File: src/rtl/cpu_pipe_pkg.sv
// rtl/cpu_pipe_pkg.sv - shared constants and helpers for operand-select pipeline stages
package cpu_pipe_pkg;

    localparam int DEF_WIDTH = 32;

    localparam logic [1:0] LVL_EMPTY = 2'd0;
    localparam logic [1:0] LVL_ONE   = 2'd1;
    localparam logic [1:0] LVL_FULL  = 2'd2;

    // Smallest r with 2**r >= v; used to validate select widths at elaboration.
    function automatic int clog2_int(input int v);
        int r;
        r = 0;
        while ((1 << r) < v) begin
            r = r + 1;
        end
        return r;
    endfunction

endpackage

File: src/rtl/skid_buf.sv
// rtl/skid_buf.sv - two-entry registered skid buffer with flush and occupancy output
module skid_buf
    import cpu_pipe_pkg::*;
#(
    parameter int DW = DEF_WIDTH + 1
) (
    input  logic          clk,
    input  logic          rst,
    input  logic          flush,
    input  logic          in_valid,
    output logic          in_ready,
    input  logic [DW-1:0] in_data,
    output logic          out_valid,
    input  logic          out_ready,
    output logic [DW-1:0] out_data,
    output logic [1:0]    level
);

    logic          r_main_valid;
    logic [DW-1:0] r_main_data;
    logic          r_skid_valid;
    logic [DW-1:0] r_skid_data;
    logic          w_accept;
    logic          w_pop;

    // Ready depends only on the skid register, so out_ready never reaches in_ready.
    assign in_ready  = !r_skid_valid;
    assign w_accept  = in_valid && !r_skid_valid;
    assign w_pop     = r_main_valid && out_ready;
    assign out_valid = r_main_valid;
    assign out_data  = r_main_data;

    always_ff @(posedge clk or posedge rst) begin
        if (rst) begin
            r_main_valid <= 1'b0;
            r_main_data  <= '0;
            r_skid_valid <= 1'b0;
            r_skid_data  <= '0;
        end else if (flush) begin
            r_main_valid <= 1'b0;
            r_main_data  <= '0;
            r_skid_valid <= 1'b0;
            r_skid_data  <= '0;
        end else if (!r_main_valid) begin
            if (w_accept) begin
                r_main_valid <= 1'b1;
                r_main_data  <= in_data;
            end
        end else if (!r_skid_valid) begin
            if (w_accept && w_pop) begin
                r_main_data <= in_data;
            end else if (w_accept) begin
                r_skid_valid <= 1'b1;
                r_skid_data  <= in_data;
            end else if (w_pop) begin
                r_main_valid <= 1'b0;
            end
        end else if (w_pop) begin
            r_main_data  <= r_skid_data;
            r_skid_valid <= 1'b0;
            r_skid_data  <= '0;
        end
    end

    always_comb begin
        level = LVL_EMPTY;
        if (r_main_valid && r_skid_valid) begin
            level = LVL_FULL;
        end else if (r_main_valid || r_skid_valid) begin
            level = LVL_ONE;
        end
    end

endmodule

File: src/rtl/mux_pipe_n.sv
// rtl/mux_pipe_n.sv - N-way operand select with out-of-range flag feeding a skid buffer
module mux_pipe_n
    import cpu_pipe_pkg::*;
#(
    parameter int WIDTH = DEF_WIDTH,
    parameter int N     = 3,
    parameter int SEL_W = 2
) (
    input  logic               clk,
    input  logic               rst,
    input  logic [N*WIDTH-1:0] data_in,
    input  logic [SEL_W-1:0]   sel,
    input  logic               in_valid,
    output logic               in_ready,
    input  logic               flush,
    output logic [WIDTH-1:0]   out_data,
    output logic               out_oob,
    output logic               out_valid,
    input  logic               out_ready,
    output logic [1:0]         level
);

    if (N < 2 || SEL_W < clog2_int(N)) begin : g_bad_params
        $error("mux_pipe_n: need N >= 2 and 2**SEL_W >= N");
    end

    logic [WIDTH-1:0] w_sel_data;
    logic             w_oob;
    logic [WIDTH:0]   w_buf_out;

    // Out-of-range selects fall back to the last input and are flagged.
    always_comb begin
        w_sel_data = data_in[(N-1)*WIDTH +: WIDTH];
        w_oob      = 1'b1;
        for (int k = 0; k < N; k++) begin
            if (sel == SEL_W'(k)) begin
                w_sel_data = data_in[k*WIDTH +: WIDTH];
                w_oob      = 1'b0;
            end
        end
    end

    skid_buf #(
        .DW(WIDTH + 1)
    ) u_skid_buf (
        .clk       (clk),
        .rst       (rst),
        .flush     (flush),
        .in_valid  (in_valid),
        .in_ready  (in_ready),
        .in_data   ({w_oob, w_sel_data}),
        .out_valid (out_valid),
        .out_ready (out_ready),
        .out_data  (w_buf_out),
        .level     (level)
    );

    assign out_oob  = w_buf_out[WIDTH];
    assign out_data = w_buf_out[WIDTH-1:0];

endmodule

File: config.mk
export PLATFORM = sky130hd
export DESIGN_NAME = mux_pipe_n
export DESIGN_NICKNAME = d
export VERILOG_FILES = /design/src/rtl/cpu_pipe_pkg.sv /design/src/rtl/skid_buf.sv /design/src/rtl/mux_pipe_n.sv
export SDC_FILE = /design/constraint.sdc
export NUM_CORES = 1
export LEC_CHECK = 0
export ABC_AREA = 1
export CAP_MARGIN = 10
export CORE_ASPECT_RATIO = 1.1
export CORE_MARGIN = 8
export CORE_UTILIZATION = 46
export DETAILED_ROUTE_END_ITERATION = 8
export PLACE_DENSITY_LB_ADDON = 0.3
export SYNTH_ARGS = -nofsm -noshare
export SYNTH_HDL_FRONTEND = slang
export SYNTH_SLANG_ARGS = --single-unit
File: constraint.sdc
create_clock -name clk -period 2.2 [get_ports clk]
set_input_delay 0.33 -clock clk [delete_from_list [all_inputs] [get_ports clk]]
set_output_delay 0.33 -clock clk [all_outputs]
set_load 0.02 [all_outputs]
==> out/summary.txt <==
Outcome -> completed
RSZ-0062 raised after global routing -> false
Comb pwr share -> 27.6%
Mapped Cells -> 622
Final min period -> 1970 ps
Layout cells sized above 1 -> 5.23%
CTS tree -> yes
Initial Utilization -> 46.4%
Die ar. -> 12000 µm²
Period utilization -> 89.3%
Max VDD drop -> 0.307 mV
Synth Warn # -> 0
Max Buffers Root-to-Sink -> 2
Post-Syn Area per Cell -> 6.49 µm²
First-pass GRT wire length -> 20200 µm
TritonCTS Sinks -> 68
MaxCap Viol Count -> 0
Multiplexer area fraction after synthesis -> 0%
# Post-CTS Setup Buffers -> 0
Sw power -> 1.08 mW
Post-DR wirelength/cell -> 13.6 µm
Synth top area cells -> dfrtp_1 (42%), nand2_1 (28%), inv_1 (9.8%)
Iteration-0 DRC Markers -> 204
Top Ports -> 140
CP cell instances -> ha_1, clkdlybuf4s50_1
Synth unique cells -> 17
WL final -> 12000 µm
Synth Area in Simple Gates -> 39.0%
Fin cells -> 879
Routed Antenna Nets -> 0
CP max stage delay -> 610 ps
Worst-skew pair later-pin latency -> 340 ps
Die Wd -> 105 µm
Hold crit path type -> in -> async
Pwr/cell area -> 616 nW/µm²
Mapped cell area -> 4040 µm²
Chip height -> 114 µm
Post-Synth XOR/XNOR Area -> 0%
Worst Setup End Kind -> output port
Vias in the first global route -> 4407
Antenna violations before repair -> 0
Slowest CP cell -> clkdlybuf4s50_1
Vias -> 4284
Max-slew headroom -> 68.8%
H-tree depth -> 3
Commonest cells after routing, fill and taps aside -> nand2_1 (301), clkdlybuf4s50_1 (138), inv_1 (104)
Residual DRC -> 0
Arr. time, crit path -> 1640 ps
Leading area contributor after synthesis -> dfrtp_1
Crit path max fanout -> 7
Pins Over Slew Limit -> 0
Largest family of logic cells by synthesized area -> simple AND/OR/NAND/NOR gates
Congestion Overflow GR -> 0
Share of the synthesized area in the top cell type -> 42.2%
Synth Area in Compound Gates -> 4.65%
GPL Wtd Cong -> 0.801
Sequential share of power -> 40.1%
Synth Register Bits -> 68
Syn-to-layout area delta -> 43.8%
Endpoints failing hold -> 0
Hold slack -> 377 ps
Clock Power Share -> 32.3%
I/O Buffers -> 139
Worst-margin pin slew -> 469 ps
Commonest non-fill, non-tap cell in the layout -> nand2_1
WS Path Type -> reg -> out
Setup Viol. Count Final -> 0
Vias per cell -> 4.87
Overall global routing resource usage -> 20.4%
Final Cell Area -> 5800 µm²
Floorplan row count -> 36
Adder-cell area share of the yosys netlist -> 0.620%
Startpoint types -> flip-flop
Clock Root Buffer -> clkbuf_8
Detailed Place HPWL -> 8780 µm
Int Power -> 2.49 mW
Post-DP Area -> 5580 µm²
Cts bufs inserted -> 9
Crit path required time -> 1870 ps
Final #Nets -> 865
Largest net degree at the start of global routing -> 69
Clock-pin slew on the worst setup and hold paths -> 70 ps
DR pass1 iterations -> 5
Total inserted antenna cells -> 0
Core box area -> 8690 µm²
Post-Syn Nets -> 727
Post-synthesis sequential area ratio -> 42.2%
F_max -> 0.509 GHz
Fin Setup TNS -> 0 ps
Worst Skew -> 7.96 ps
Sw frac -> 30.2%
# placed instances -> 863
P_leak -> 3.18 nW
-- path summary, 6_finish.rpt --
path / cells after the start / end / start / slack (ps)
max reg2reg: 9 / u_skid_buf.out_data[2]$_DFFE_PP0P_ / u_skid_buf.r_skid_valid$_DFFE_PP0P_ / 510
min in group clk: 2 / u_skid_buf.out_data[16]$_DFFE_PP0P_ / u_skid_buf.out_data[16]$_DFFE_PP0P_ / 490
min reg2reg: 2 / u_skid_buf.out_data[16]$_DFFE_PP0P_ / u_skid_buf.out_data[16]$_DFFE_PP0P_ / 490
min: 3 / u_skid_buf.r_skid_data[12]$_DFFE_PP0P_ / rst / 380
max in group asynchronous: 3 / u_skid_buf.out_data[1]$_DFFE_PP0P_ / rst / 1540
max: 2 / level[1] / u_skid_buf.out_valid$_DFF_PP0_ / 230
-- kinds of logic after synthesis --
family / count (synthesis)
simple gates: 379
buf+inv: 136
compound gates: 37
flops: 68
fa+ha+maj: 2
-- cell usage after synthesis --
library cell	n
buf_2	12
buf_6	3
clkbuf_1	13
dfrtp_1	68
ha_1	2
inv_1	105
inv_2	3
nand2_1	301
nand2_4	1
nand3_1	35
nand4_1	33
nor2_1	7
nor2_8	1
nor3_1	1
o211ai_1	1
o21ai_0	35
o21ai_1	1
-- cell type report --
class	instances	area [µm²]
clock inverters	6	86.3
fillers	719	2890
multi-input cells	418	1790
repair buffers	155	1540
inverters	108	405
clock buffers	10	138
well taps	114	143
flip-flops and latches	68	1700
-- per-layer routing --
layer  global-route usage, %  wire, µm  vias to the layer above
met5                       0         0                        -
met4                    7.71       189                        0
met3                    5.01       869                       17
met2                    35.4      6280                      151
met1                    23.6      4630                     1958
li1                        -         -                     2158
-- registers in the layout, summed over array words and instances, names as in the netlist --
name and count:
u_skid_buf.out_data 33, u_skid_buf.r_skid_data 33, u_skid_buf.out_valid 1, u_skid_buf.r_skid_valid 1
-- power by group through the flow --
stage	Combinational, mW	Sequential [mW]	Clock (mW)
2_1_floorplan	0.388	1.55	0
3_3_place_gp	0.975	1.45	0
3_5_place_dp	0.995	1.45	0
4_1_cts	0.999	1.43	1.17
5_1_grt	1.09	1.44	1.23
6_report	0.985	1.43	1.16
-- per-stage QoR --
step | setup slack [ps] | util [%] | total power, mW
final | 235 | 66.8 | 3.57
after global routing | 177 | 66.8 | 3.76
after CTS | 61.3 | 66.7 | 3.60
after detailed placement | 227 | 64.2 | 2.45
after global placement | 330 | 64.2 | 2.43
after floorplan | 158 | - | 1.94
-- critical path, delay by kind of cell (launching register included) --
| family | cells | cell delay (ps) |
|---|---|---|
| buffers and inverters | 1 | 610 |
| adders and majority gates | 1 | 220 |
| DFF | 1 | 470 |
-- repair_timing --
item | CTS | global route
setup endpoints to repair | 0 | 1
gates resized for setup | 0 | 1
hold buffers | 0 | 0
No activity file was read; power rests on OpenSTA's default activity.
